## config.mk

```make
export PLATFORM = sky130hd
export DESIGN_NAME = stream_wb_control
export DESIGN_NICKNAME = d
export VERILOG_FILES = /design/src/rtl/stream_wb_control.sv
export SDC_FILE = /design/constraint.sdc
export NUM_CORES = 1
export LEC_CHECK = 0
export BUFFER_PORTS_ARGS = -buffer_cell sky130_fd_sc_hd__buf_2
export CAP_MARGIN = 20
export CELL_PAD_IN_SITES_DETAIL_PLACEMENT = 0
export CELL_PAD_IN_SITES_GLOBAL_PLACEMENT = 2
export CORE_MARGIN = 8
export CORE_UTILIZATION = 28
export DETAILED_ROUTE_END_ITERATION = 8
export GPL_TIMING_DRIVEN = 0
export PLACE_DENSITY_LB_ADDON = 0.3
export REMOVE_ABC_BUFFERS = 1
export SETUP_SLACK_MARGIN = 0.5
export SYNTH_ARGS = -nofsm -noshare
export SYNTH_HDL_FRONTEND = slang
export SYNTH_SLANG_ARGS = --single-unit
```

## constraint.sdc

```tcl
create_clock -name clk -period 2.3 [get_ports clk]
set_input_delay 0.23 -clock clk [delete_from_list [all_inputs] [get_ports clk]]
set_output_delay 0.23 -clock clk [all_outputs]
set_load 0.05 [all_outputs]
```

## src/rtl/stream_wb_control.sv

```systemverilog
// Control FSM for a 4-way stream/write-back buffer: zero-wait hits; miss responds 1 cycle after pmem_resp.
// Upstream mem_read is held until mem_resp; pmem_read stays high until pmem_resp. Optional flush port: STREAM_WB_FLUSH_EN.
module stream_wb_control #(
    parameter int CNT_W = 16
) (
    input  logic             clk,
    input  logic             reset,
`ifdef STREAM_WB_FLUSH_EN
    input  logic             flush,
`endif
    input  logic             mem_read,
    output logic             mem_resp,
    output logic             pmem_read,
    input  logic             pmem_resp,
    input  logic             hit,
    input  logic [1:0]       cline_and,
    input  logic [2:0]       lru_out,
    input  logic             valid0_out,
    input  logic             valid1_out,
    input  logic             valid2_out,
    input  logic             valid3_out,
    output logic             valid0_write,
    output logic             valid1_write,
    output logic             valid2_write,
    output logic             valid3_write,
    output logic             valid_in,
    output logic             tag0_write,
    output logic             tag1_write,
    output logic             tag2_write,
    output logic             tag3_write,
    output logic             data0_write,
    output logic             data1_write,
    output logic             data2_write,
    output logic             data3_write,
    output logic             lru_write,
    output logic [2:0]       lru_in,
    output logic             load_pmem,
    output logic             tag_mux_sel,
    output logic [CNT_W-1:0] hit_count,
    output logic [CNT_W-1:0] miss_count
);

    typedef enum logic [1:0] {S_INIT, S_IDLE, S_FILL, S_RESPOND} state_t;

    state_t           state_q, state_d;
    logic [1:0]       victim_q, victim_d;
    logic [CNT_W-1:0] hit_count_q, miss_count_q;
    logic             hit_inc, miss_inc;
    logic [3:0]       valid_we, tag_we, data_we, valid_vec;

    assign valid_vec = {valid3_out, valid2_out, valid1_out, valid0_out};

    function automatic logic [2:0] plru_update(input logic [1:0] way, input logic [2:0] lru);
        logic [2:0] n;
        n    = lru;
        n[0] = ~way[1];
        if (way[1]) n[2] = ~way[0];
        else        n[1] = ~way[0];
        return n;
    endfunction

    // Empty ways are filled lowest-first; PLRU only decides once the buffer is full.
    function automatic logic [1:0] pick_victim(input logic [3:0] vld, input logic [2:0] lru);
        logic [1:0] v;
        if      (!vld[0]) v = 2'd0;
        else if (!vld[1]) v = 2'd1;
        else if (!vld[2]) v = 2'd2;
        else if (!vld[3]) v = 2'd3;
        else              v = {lru[0], lru[0] ? lru[2] : lru[1]};
        return v;
    endfunction

    always_comb begin
        state_d     = state_q;
        victim_d    = victim_q;
        hit_inc     = 1'b0;
        miss_inc    = 1'b0;
        mem_resp    = 1'b0;
        pmem_read   = 1'b0;
        valid_we    = 4'b0000;
        tag_we      = 4'b0000;
        data_we     = 4'b0000;
        valid_in    = 1'b0;
        lru_write   = 1'b0;
        lru_in      = lru_out;
        load_pmem   = 1'b0;
        tag_mux_sel = 1'b0;
        case (state_q)
            S_INIT: begin
                valid_we  = 4'b1111;
                lru_write = 1'b1;
                lru_in    = 3'b000;
                state_d   = S_IDLE;
            end
            S_IDLE: begin
`ifdef STREAM_WB_FLUSH_EN
                if (flush) begin
                    valid_we  = 4'b1111;
                    lru_write = 1'b1;
                    lru_in    = 3'b000;
                end else
`endif
                if (mem_read) begin
                    if (hit) begin
                        mem_resp  = 1'b1;
                        lru_write = 1'b1;
                        lru_in    = plru_update(cline_and, lru_out);
                        hit_inc   = 1'b1;
                    end else begin
                        load_pmem = 1'b1;
                        miss_inc  = 1'b1;
                        victim_d  = pick_victim(valid_vec, lru_out);
                        state_d   = S_FILL;
                    end
                end
            end
            S_FILL: begin
                tag_mux_sel = 1'b1;
                pmem_read   = 1'b1;
                // A reset landing on the response cycle must not leave a half-written line.
                if (pmem_resp && !reset) begin
                    valid_we  = 4'b0001 << victim_q;
                    tag_we    = 4'b0001 << victim_q;
                    data_we   = 4'b0001 << victim_q;
                    valid_in  = 1'b1;
                    lru_write = 1'b1;
                    lru_in    = plru_update(victim_q, lru_out);
                    state_d   = S_RESPOND;
                end
            end
            S_RESPOND: begin
                tag_mux_sel = 1'b1;
                mem_resp    = 1'b1;
                state_d     = S_IDLE;
            end
            default: state_d = S_INIT;
        endcase
    end

    always_ff @(posedge clk) begin
        if (reset) begin
            state_q      <= S_INIT;
            victim_q     <= 2'd0;
            hit_count_q  <= '0;
            miss_count_q <= '0;
        end else begin
            state_q  <= state_d;
            victim_q <= victim_d;
            if (hit_inc && (hit_count_q != {CNT_W{1'b1}}))
                hit_count_q <= hit_count_q + CNT_W'(1);
            if (miss_inc && (miss_count_q != {CNT_W{1'b1}}))
                miss_count_q <= miss_count_q + CNT_W'(1);
        end
    end

    assign {valid3_write, valid2_write, valid1_write, valid0_write} = valid_we;
    assign {tag3_write, tag2_write, tag1_write, tag0_write}         = tag_we;
    assign {data3_write, data2_write, data1_write, data0_write}     = data_we;
    assign hit_count  = hit_count_q;
    assign miss_count = miss_count_q;

endmodule
```

Yosys cells after proc, flatten, opt, wreduce, memory -nomap -nowiden
Cells that the tools add are included.
Widths: inputs -> output; s select.
{"block": "classes", "addsub": 2, "n_eq_ne": 8, "shifts": 1, "n_mux": 32, "bitwise_logic": 5, "reduce_logical": 9}
{"cell": "$add 16x1->16 const B", "n": 2}
{"cell": "$ne 16x16->1 const B", "n": 2}
{"cell": "$mux 1", "n": 15}
{"cell": "$mux 2", "n": 7}
{"cell": "$mux 3", "n": 3}
{"cell": "$pmux 3 s3", "n": 1}
{"cell": "$mux 4", "n": 2}
{"cell": "$pmux 4 s2", "n": 1}
{"cell": "$ne 2x2->1 const B", "n": 3}
{"cell": "$pmux 2 s3", "n": 1}
{"cell": "$reduce_and 3->1", "n": 2}
{"cell": "$not 1->1", "n": 5}
{"cell": "$eq 2x2->1 const B", "n": 2}
{"cell": "$reduce_or 2->1", "n": 2}
{"cell": "$shl 1x2->4 const A", "n": 1}
{"cell": "$logic_and 1x1->1", "n": 3}
{"cell": "$pmux 1 s3", "n": 1}
{"cell": "$eq 2x1->1 const B", "n": 1}
{"cell": "$logic_not 2->1", "n": 1}
{"cell": "$pmux 1 s2", "n": 1}
{"cell": "$logic_not 1->1", "n": 1}
{"block": "totals", "register_bits": 36, "inputBits": 14, "output_inout_bits": 53, "wordCells": 61}

Depth between registers and ports, before layout
Gate-level depths: netlist of run 1.
{"block": "logic_depth", "ltp_word": 5, "ltp_mapped": 8, "ltp_nobuf": 7}

Worst setup path before layout of run 1
No wires, ideal clock.
{"block": "synth_timing", "path_kind": "register -> output", "start": "reg state_q[0]", "end": "out valid2_write", "arrival_time_ns": 2.823, "required_ns": 2.070, "path_slack_ns": -0.753, "stages_incl_launch_ff": 7, "n_path_buf": 0, "path_cell_list": "dfxtp_1 inv_1 ha_1 and3b_1 nand2_1 nor2_1 or2_2"}
{"block": "synth_between", "elab_chain_cells": 2, "elab_cells_between_ends": 3, "classes_between": "eq/ne (1); mux (1); reduce/logical (1)"}
{"element": "start, declared", "line_no": "45", "source": "state_t state_q, state_d;"}
{"element": "start signal, assigned", "line_no": "147", "source": "state_q <= state_d;"}
{"element": "$eq 2x2->1 / $logic_not 2->1 (equally long branches)", "line_no": "88", "source": "case (state_q)"}
{"element": "$pmux 4 s2 (*)", "line_no": "88"}
{"element": "end, declared", "line_no": "24", "source": "output logic valid2_write,"}
Mark *: on every way between the ends. The rest lies on a longest branch, timed or not.

Worst setup path in the final report of run 1
{"block": "layout_timing", "start": "reg state_q[1]", "end": "reg hit_count_q[13], in the netlist hit_count[13]"}
{"block": "layout_between", "elab_chain_cells": 3}
{"element": "$eq 2x1->1", "line_no": "88"}
{"element": "$mux 1", "line_no": "88"}
{"element": "$logic_and 1x1->1", "line_no": "149", "source": "if (hit_inc && (hit_count_q != {CNT_W{1'b1}}))"}
{"element": "end signal, assigned", "line_no": "150", "source": "hit_count_q <= hit_count_q + CNT_W'(1);"}
{"element": "end, declared", "line_no": "47", "source": "logic [CNT_W-1:0] hit_count_q, miss_count_q;"}
Every way passes these cells.
A chain may end at the register's enable or synchronous reset.

==> out/results.ini, run 1 <==
[floorplan]
fp-row-count=31
start_util_pct=29.0
dieArea_mm2=0.0105
fp.dieH_um=103
pin_count=67
die_width_um=103
design.core.area_mm2=0.00725

[worst_setup_path]
critPathLaunchType=flip-flop
critPathLaunch=state_q[1]
crit_path_end_kind=flip-flop
reg2regPathDepth=6
path_class=flip-flop to flip-flop
rr_startpoint=state_q[1]
worst_ep_arrival_time_ns=2.15
cp_max_fo=6
worstPathRequired_ns=2.52

[clock_network]
clockBufferDepth=2
path_clk_slew_ns=0.08
numCtsBuffers=5
clk_latency_ns=0.29
numClockSinks=36
root_buffer=clkbuf_8
cts_hold_buf=0
cts_tree=yes
cts_max_level=2

[synth]
synth_ff_type=dfxtp_1
syn_area_mm2=0.00210
synth_edf_count=0
synth_area_leaders=dfxtp_1 34%, a21oi_1 6.0%, or4_1 4.6%
ys_seq_area_share_pct=34.3
yosysWarningCount=0
synth_top_area_share_pct=34.3
async_flop_share_pct=0
avgSynthCellArea_um2=8.21
synth_top_cell_by_area=dfxtp_1
ys_ff_latch=36
synth_cell_types=44
synthCells=256

[cells_and_area]
instances_no_fill=449
n_antenna_cell=0
area_growth_pct=52.1
layout-drive-gt1-share_pct=45.1
fin_util_pct=44.1
fin_nets=370

[sta]
fmax_mhz=519
setup_ws_ns=0.371
period_minus_slack_ns=1.93
slew_viol_final=0
tns_ns=0
hold_viol=0
setup_viol=0
post-route-period-util_pct=83.9
rsz0062_at_grt=yes
relSlewSlack_pct=67.8
worstMarginPinSlew_ns=0.483
clock_skew_ns=0.00426

[power_and_ir_drop]
p_total_uw=2550
pwr-share-comb_pct=53.8
p_per_area_mw_per_mm2=797
power_frac_clock_pct=18.8
internal-power_uw=1470
switching_share_pct=42.2
switching_power_uw=1070
p_leak_uw=0.00127
vdd_drop_max_mv=0.358
p_seq_share_pct=27.4

[drt]
wl_per_cell_um=15.0
dr.pass1.iters=4
drt_iter0_drc=78
drt-total-wl_um=6760
drc_errors=0
vias=2339
final_antenna_net_count=0
drt-vias-per-instance=5.21

[hold_path]
min_path_type=input port to flip-flop
hold_depth=3
hold_start=valid1_out

[placed_design]
place_congestion=0.736
preCtsSetupSlack_ns=0.0440
dpl.hpwl_um=4440
place_inst=413
port_buffers=66

[grt]
grt_pass1_wl_um=10600
grt_usage_pct=12.5
grt_max_degree=44
grt_overflow=0
grt_pass1_vias=2258
antenna_found_initial=0

[job]
cap_violations=0

[outcome]
status=completed

==> through the flow <==
step | instance area [µm²] | hold slack [ns]
final | 3200 | 0.224
after global routing | 3200 | 0.232
after global placement | 2500 | 0.482
after CTS | 2970 | 0.231
after detailed placement | 2510 | 0.500
after floorplan | 2050 | 0.299
==> cell families (layout without fill, tap and decap cells) <==
family          after synthesis  count (layout)  synth area share, %
flops                        36              36                 34.3
compound gates               66              66                 20.3
xor+xnor                      3               3                 1.25
buf+inv                      22             116                 4.76
simple gates                113             113                 30.8
fa+ha+maj                     7               7                 4.17
mux                           9               9                 4.47
==> path summary, 6_finish.rpt <==
kind / slack [ns] / to
hold / removal: 0.22 / victim_q[1]
hold reg to reg: 0.51 / hit_count[15]
setup / recovery: 0.37 / hit_count[13]
setup reg to reg: 0.37 / hit_count[13]
==> placed cells by master, fill, tap and decap left out, types with 3 or more instances in the layout <==
| cell type | n |
|---|---|
| dfxtp_2 | 4 |
| nor2b_1 | 3 |
| o31ai_1 | 12 |
| buf_6 | 9 |
| nand4_1 | 9 |
| or4_4 | 4 |
| buf_2 | 48 |
| o21ai_0 | 12 |
| mux2i_1 | 6 |
| ha_4 | 3 |
| buf_4 | 32 |
| clkbuf_8 | 6 |
| a21oi_1 | 23 |
| dfxtp_4 | 4 |
| nand2_1 | 16 |
| nand3_1 | 9 |
| inv_1 | 8 |
| clkbuf_4 | 3 |
| xor2_1 | 3 |
| nor2_1 | 14 |
| or3_1 | 10 |
| or4_1 | 10 |
| buf_8 | 4 |
| nand3b_1 | 4 |
| or2_4 | 4 |
| and3_1 | 4 |
| dfxtp_1 | 28 |
| nand3_4 | 3 |
==> state kept, by name, summed over array words and instances, names as in the netlist <==
name / flops
miss_count: 16
victim_q: 2
hit_count: 16
state_q: 2
==> final cells by class <==
cell class | count | area (µm²)
tap | 99 | 124
fill | 728 | 4060
inverter | 12 | 55.1
clock buffer | 8 | 90.1
timing repair buffer | 96 | 664
multi-input combinational | 198 | 1520
sequential | 36 | 741
==> critical path, cell delays in order (launching register included) <==
cell and delay (ns):
dfxtp_4 0.37, inv_4 0.07, ha_4 0.17, nand3_4 0.10
or4_4 0.53, or4_4 0.50, a21oi_2 0.12
==> metal layers <==
layer	vias to the layer above	share of wire [%]	GRT usage [%]
met2	53	51	21.8
met1	1117	42	14.3
met5	-	0	0
met4	0	1.5	4.40
li1	1160	-	-
met3	9	5.1	3.38
==> power by group through the flow <==
| stage | clock (µW) | sequential [µW] | combinational [µW] |
|---|---|---|---|
| floorplan | 0 | 706 | 697 |
| global placement | 0 | 690 | 937 |
| detailed placement | 0 | 690 | 936 |
| CTS | 496 | 697 | 1250 |
| global route | 520 | 705 | 1440 |
| finish | 478 | 699 | 1370 |
==> cells in the mapped netlist (2+ instances only) <==
master / instances
and4_1: 2
nand3b_1: 4
xor2_1: 3
or4_1: 13
nand2b_1: 2
o21ai_0: 14
ha_1: 7
buf_2: 2
buf_4: 4
clkbuf_1: 3
mux2_2: 3
inv_1: 11
o41ai_2: 2
nor4_1: 3
dfxtp_1: 36
o2111ai_1: 2
nor2b_1: 3
nor3_1: 3
nand3_1: 12
nand2_1: 18
o31ai_1: 12
or2b_1: 2
or3_1: 10
mux2i_1: 6
nand4_1: 9
nor2_1: 15
or2_2: 6
a21oi_1: 25
a21boi_0: 2
o211ai_1: 2
and3_1: 7
==> timing repair <==
item                       CTS  global route
setup endpoints to repair   50            45
pin swaps                   23            14
gates resized for setup     60            48
buffers inserted            20             8
Note: power is estimated with default switching activity, not from simulation.
==> run 2: changes to the inputs <==
--- a/config.mk
+++ b/config.mk
@@ -5,12 +5,13 @@
 export SDC_FILE = /design/constraint.sdc
 export NUM_CORES = 1
 export LEC_CHECK = 0
+export ABC_AREA = 1
 export BUFFER_PORTS_ARGS = -buffer_cell sky130_fd_sc_hd__buf_2
 export CAP_MARGIN = 20
 export CELL_PAD_IN_SITES_DETAIL_PLACEMENT = 0
 export CELL_PAD_IN_SITES_GLOBAL_PLACEMENT = 2
 export CORE_MARGIN = 8
-export CORE_UTILIZATION = 28
+export CORE_UTILIZATION = 24
 export DETAILED_ROUTE_END_ITERATION = 8
 export GPL_TIMING_DRIVEN = 0
 export PLACE_DENSITY_LB_ADDON = 0.3
==> constraint.sdc (replaced) <==
create_clock -name clk -period 1.57 [get_ports clk]
set_input_delay 0.157 -clock clk [delete_from_list [all_inputs] [get_ports clk]]
set_output_delay 0.157 -clock clk [all_outputs]
set_load 0.05 [all_outputs]
==> run 2 against run 1 <==
The run now ends with setup timing left. Die area grew 26%. Sequential power grew 47%. Critical path depth grew 2. Clock power grew 45%. Synthesized cell count grew 52%. Clock-buffer cell count shrank 3. Combinational power grew 89%. Register-to-register slack lost 0.45 ns. Routed wire length grew 20%. Utilization shrank 0.57 points.
==> out/results.ini, run 2 <==
[synth]
avgSynthCellArea_um2=6.08
synth-compound-area-share_pct=10.1
synth_area_leaders=dfxtp_1 31%, nand2_1 21%, nor2_1 9.4%
syn_area_mm2=0.00236
synth_edf_count=0
synth_common_cells=131 x nand2_1, 59 x nor2_1, 42 x inv_1, 36 x dfxtp_1, 27 x a21oi_1
yosysWarningCount=0
synth_ff_type=dfxtp_1
synth_xor_xnor_area_share_pct=4.08
synth_cell_types=26
synthCells=388
synth_top_area_share_pct=30.5
ys_ff_latch=36
muxShareOfSynthArea_pct=0
ys_seq_area_share_pct=30.5
synthAdderAreaFrac_pct=3.71
yosys.area_share.simple_pct=41.4
synth_top_cell_by_area=dfxtp_1
synth_top_family_by_area=simple AND/OR/NAND/NOR gates
yosysMostFrequentCell=nand2_1
async_flop_share_pct=0

[power_and_ir_drop]
p_seq_share_pct=24.0
switching_power_uw=2000
p_per_area_mw_per_mm2=1030
p_leak_uw=0.00176
power_frac_clock_pct=16.0
switching_share_pct=46.3
pwr-share-comb_pct=60.0
vdd_drop_max_mv=1.02
internal-power_uw=2320

[sta]
slew_viol_final=0
holdWs_ns=0.133
post-route-period-util_pct=108
setup_viol=27
hold_viol=0
clock_skew_ns=0.0108
rsz0062_at_grt=yes
fmax_mhz=589
setup_ws_ns=-0.129
relSlewSlack_pct=73.4
period_minus_slack_ns=1.70
worstMarginPinSlew_ns=0.398

[worst_setup_path]
path_class=flip-flop to output pin
worst_ep_arrival_time_ns=1.54
cp_max_fo=5
rr_startpoint=state_q[1]
r2r_setup_slack_ns=-0.08
critPathLaunch=state_q[0]
worstPathRequired_ns=1.41
crit_path_end_kind=output pin
critPathLaunchType=flip-flop

[grt]
grt_pass1_vias=2712
grt_overflow=0
grt_max_degree=24
grt_pass1_wl_um=13000
antenna_found_initial=0
grt_usage_pct=12.2

[cells_and_area]
final_common_cell=nand2_1
fin_nets=509
area_growth_pct=77.6
n_antenna_cell=0
final_cell_mix=105 x nand2_1, 51 x buf_6, 41 x nor2_1, 32 x inv_1
final_area_mm2=0.00419
layout-drive-gt1-share_pct=49.5

[drt]
drt-total-wl_um=8110
final_antenna_net_count=0
drt-vias-per-instance=4.43
wl_per_cell_um=13.0
drc_errors=0
dr.pass1.iters=4
vias=2753
drt_iter0_drc=103

[job]
cap_violations=0

[clock_network]
clk_latency_ns=0.29
cts_max_level=2
numClockSinks=36
cts_tree=yes
cts_hold_buf=0
clockBufferDepth=2
root_buffer=clkbuf_8
path_clk_slew_ns=0.07
numCtsBuffers=5

[hold_path]
min_path_type=input port to flip-flop
hold_start=valid1_out

[floorplan]
fp-row-count=36
die_width_um=115
dieArea_mm2=0.0133
pin_count=67
start_util_pct=24.5
fp.dieH_um=115
design.core.area_mm2=0.00964

[placed_design]
place_congestion=0.723
placed_cell_area_mm2=0.00278
preCtsSetupSlack_ns=-0.612
port_buffers=66
dpl.hpwl_um=5350

[outcome]
status=complete, but fails checks
violations=setup timing

[run 2: power groups by stage]
stage          Combinational (µW)  Sequential [µW]  Clock (µW)
2_1_floorplan                1140             1050           0
3_3_place_gp                 1560             1020           0
3_5_place_dp                 1550             1020           0
4_1_cts                      2440             1040         737
5_1_grt                      2730             1040         775
6_report                     2590             1030         692
[run 2: final cells by class]
class,instances,area [µm²]
clock inverter,3,18.8
clock buffer,5,68.8
inverter,45,190
tap,133,166
timing repair buffer,103,1120
multi-input combinational,297,1830
sequential,36,800
fill,1018,5450
[run 2: per-stage QoR]
step	power (µW)	cells	util (%)	setup TNS, ns
finish	4310	622	43.5	-1.47
global route	4550	622	43.5	-4.12
CTS	4220	616	40.8	-0.667
detailed placement	2570	576	28.9	-17.74
global placement	2580	576	28.9	-18.83
floorplan	2200	377	-	-25.99
[run 2: per-layer routing]
layer,up-vias,part of all wire [%],track usage (%)
met5,-,0,0
met4,0,0.46,2.80
met3,2,4.7,2.94
met2,34,52,22.3
met1,1282,43,13.9
li1,1435,-,-
[run 2: cells by family (layout without fill, tap and decap cells)]
group / after synthesis / in the layout
adder cells (fa/ha/maj): 7 / 7
buffers and inverters: 56 / 156
AO/OA/AOI/OAI: 45 / 45
XOR/XNOR: 11 / 11
AND/OR/NAND/NOR: 233 / 234
flip-flops: 36 / 36
[run 2: final timing paths]
path	to	cells past startpoint
setup / recovery	valid0_write	8
hold / removal	victim_q[1]	3
setup reg to reg	hit_count[2]	11
hold reg to reg	victim_q[1]	2
[run 2: repair_timing]
item / in CTS / in global routing
setup buffers: 30 / 5
gates resized for setup: 259 / 57
cloned: 2 / 1
pin swaps: 29 / 17
setup endpoints to repair: 89 / 77
[run 2: worst max-delay path, cell delays in order, from the launching register on]
cell and delay (ns):
dfxtp_4 0.38, inv_4 0.07, ha_4 0.16, inv_6 0.05, nor2_4 0.11, inv_4 0.06, buf_4 0.13, o21ai_2 0.12
buf_6 0.18
==> run 3: changes to the inputs <==
--- a/config.mk
+++ b/config.mk
@@ -9,14 +9,15 @@
 export BUFFER_PORTS_ARGS = -buffer_cell sky130_fd_sc_hd__buf_2
 export CAP_MARGIN = 20
 export CELL_PAD_IN_SITES_DETAIL_PLACEMENT = 0
-export CELL_PAD_IN_SITES_GLOBAL_PLACEMENT = 2
+export CELL_PAD_IN_SITES_GLOBAL_PLACEMENT = 1
 export CORE_MARGIN = 8
-export CORE_UTILIZATION = 24
+export CORE_UTILIZATION = 32
 export DETAILED_ROUTE_END_ITERATION = 8
 export GPL_TIMING_DRIVEN = 0
 export PLACE_DENSITY_LB_ADDON = 0.3
 export REMOVE_ABC_BUFFERS = 1
 export SETUP_SLACK_MARGIN = 0.5
+export SLEW_MARGIN = 25
 export SYNTH_ARGS = -nofsm -noshare
 export SYNTH_HDL_FRONTEND = slang
 export SYNTH_SLANG_ARGS = --single-unit
==> run 3 against run 2 <==
The flow still finishes with violations (setup timing). Maximum frequency fell by 1.7%. Register-to-register slack improved by 0.02 ns. Die area shrank 22%. Combinational power up 2%. Critical endpoint is now lru_in[2].
==> out/results.ini, run 3 (synthesis gave the netlist of run 2 again) <==
[floorplan]
design.core.area_mm2=0.00721
start_util_pct=32.7
die_width_um=102
fp.dieH_um=102
dieArea_mm2=0.0104
pin_count=67
fp-row-count=31

[worst_setup_path]
worstPathCellList=inv_4 -> ha_4 -> inv_6 -> nor2_4 -> inv_2 -> nor2_4 -> o21ai_1 -> nand2_1 -> buf_6
critPathLaunchType=flip-flop
critPathMaxStageDelay_ns=0.37
crit_path_end_kind=output pin
cpMaxStageDelayCell=dfxtp_4
cp_max_fo=5
crit_buf_inv=4
worstPathRequired_ns=1.41
worst_ep_arrival_time_ns=1.57
cp_top_family=flip-flops
path_class=flip-flop to output pin
crit_top_cell=nor2_4

[cells_and_area]
n_antenna_cell=0
fillers=727
fin_nets=501
final_area_mm2=0.00397
layout-drive-gt1-share_pct=45.7
final_cell_mix=111 x nand2_1, 46 x nor2_1, 44 x buf_6, 31 x inv_1, 26 x dfxtp_2
final_common_cell=nand2_1
instances_no_fill=580
area_growth_pct=68.3

[clock_network]
root_buffer=clkbuf_8
path_clk_slew_ns=0.07
numClockSinks=36
numCtsBuffers=5
cts_hold_buf=0
clockBufferDepth=2
clk_latency_ns=0.29
cts_tree=yes
cts_max_level=2

[grt]
use_met2_pct=26.0
antenna_found_initial=0
grt_overflow=0
top_usage_layer=met2
grt_use_met3_pct=3.75
grt_max_degree=24
grt_usage_pct=14.9
grt_pass1_vias=2644
grt_pass1_wl_um=12500
grtUsageMet1_pct=17.4

[drt]
drt-total-wl_um=7770
drt_iter0_drc=84
final_antenna_net_count=0
drc_errors=0
wl_per_cell_um=13.4
vias=2746
drt-vias-per-instance=4.73
dr.pass1.iters=5

[power_and_ir_drop]
switching_power_uw=2000
power_frac_clock_pct=16.2
pwr-share-comb_pct=60.0
internal-power_uw=2390
p_per_area_mw_per_mm2=1110
p_leak_uw=0.00163
p_seq_share_pct=23.7
vdd_drop_max_mv=1.17
switching_share_pct=45.7

[placed_design]
port_buffers=66
place_inst=542
preCtsSetupSlack_ns=-0.568
placed_cell_area_mm2=0.00274
dpl.hpwl_um=4970
place_congestion=0.765

[outcome]
violations=setup timing
status=complete, but fails checks

[hold_path]
min_path_type=input port to flip-flop

[sta]
relSlewSlack_pct=72.7
setup_ws_ns=-0.159
fmax_mhz=578
setup_viol=39
period_minus_slack_ns=1.73
rsz0062_at_grt=yes
clock_skew_ns=0.00644
worstMarginPinSlew_ns=0.408
slew_viol_final=0
post-route-period-util_pct=110
hold_viol=0

[job]
cap_violations=0

-- run 3: final timing paths --
path / depth (start not counted) / start / to / slack [ns]
worst min-delay path: 3 / valid1_out / victim_q[1] / 0.12
worst max-delay path: 9 / state_q[0] / lru_in[2] / -0.16
worst min register to register: 2 / hit_count[5] / hit_count[5] / 0.50
worst max register to register: 12 / state_q[1] / hit_count[0] / -0.06
-- run 3: area by class of cell --
| class | instances | area, µm² | share of cell area, % |
|---|---|---|---|
| multi-input cells | 297 | 1780 | 44.9 |
| repair buffers | 95 | 1000 | 25.2 |
| flip-flops and latches | 36 | 783 | 19.7 |
| inverters | 45 | 188 | 4.73 |
| well taps | 99 | 124 | 3.12 |
| clock buffers | 7 | 86.3 | 2.17 |
| clock inverters | 1 | 7.51 | 0.189 |
-- run 3: timing repair --
item                                    in CTS  in global routing
endpoints found under the setup margin      89                 72
gates resized for setup                    212                 75
cloned                                       2                  0
buffers inserted                            20                  8
pin swaps                                   33                 28
-- run 3: metrics by stage --
step / TNS (ns) / total power, µW / util [%] / hold slack [ns]
after floorplan: -25.99 / 2200 / - / 0.226
after global placement: -16.16 / 2560 / 38.0 / 0.454
after detailed placement: -17.27 / 2570 / 38.0 / 0.453
after CTS: -1.03 / 4090 / 50.7 / 0.135
after global routing: -5.36 / 4600 / 55.0 / 0.123
final: -2.20 / 4390 / 55.0 / 0.120
-- run 3: worst reg2reg max path: stages (launching register included) --
cell	delay, ns
dfxtp_4	0.37
inv_4	0.07
ha_4	0.16
inv_4	0.05
nor2_4	0.12
inv_2	0.06
buf_4	0.15
buf_4	0.14
nor2_4	0.09
buf_12	0.15
nand2_1	0.06
nand2_1	0.06
nor2_1	0.04
-- run 3: routing by layer --
metal	wire, µm	part of all wire, %	vias to the layer above
li1	-	-	1417
met1	3430	44	1277
met2	3880	50	43
met3	362	4.7	9
met4	102	1.3	0
met5	0	0	-
-- run 3: power by group through the flow --
stage	logic, µW	clock network, µW	registers [µW]
2_1_floorplan	1140	0	1050
3_3_place_gp	1540	0	1020
3_5_place_dp	1550	0	1020
4_1_cts	2300	744	1040
5_1_grt	2760	786	1050
6_report	2640	713	1040
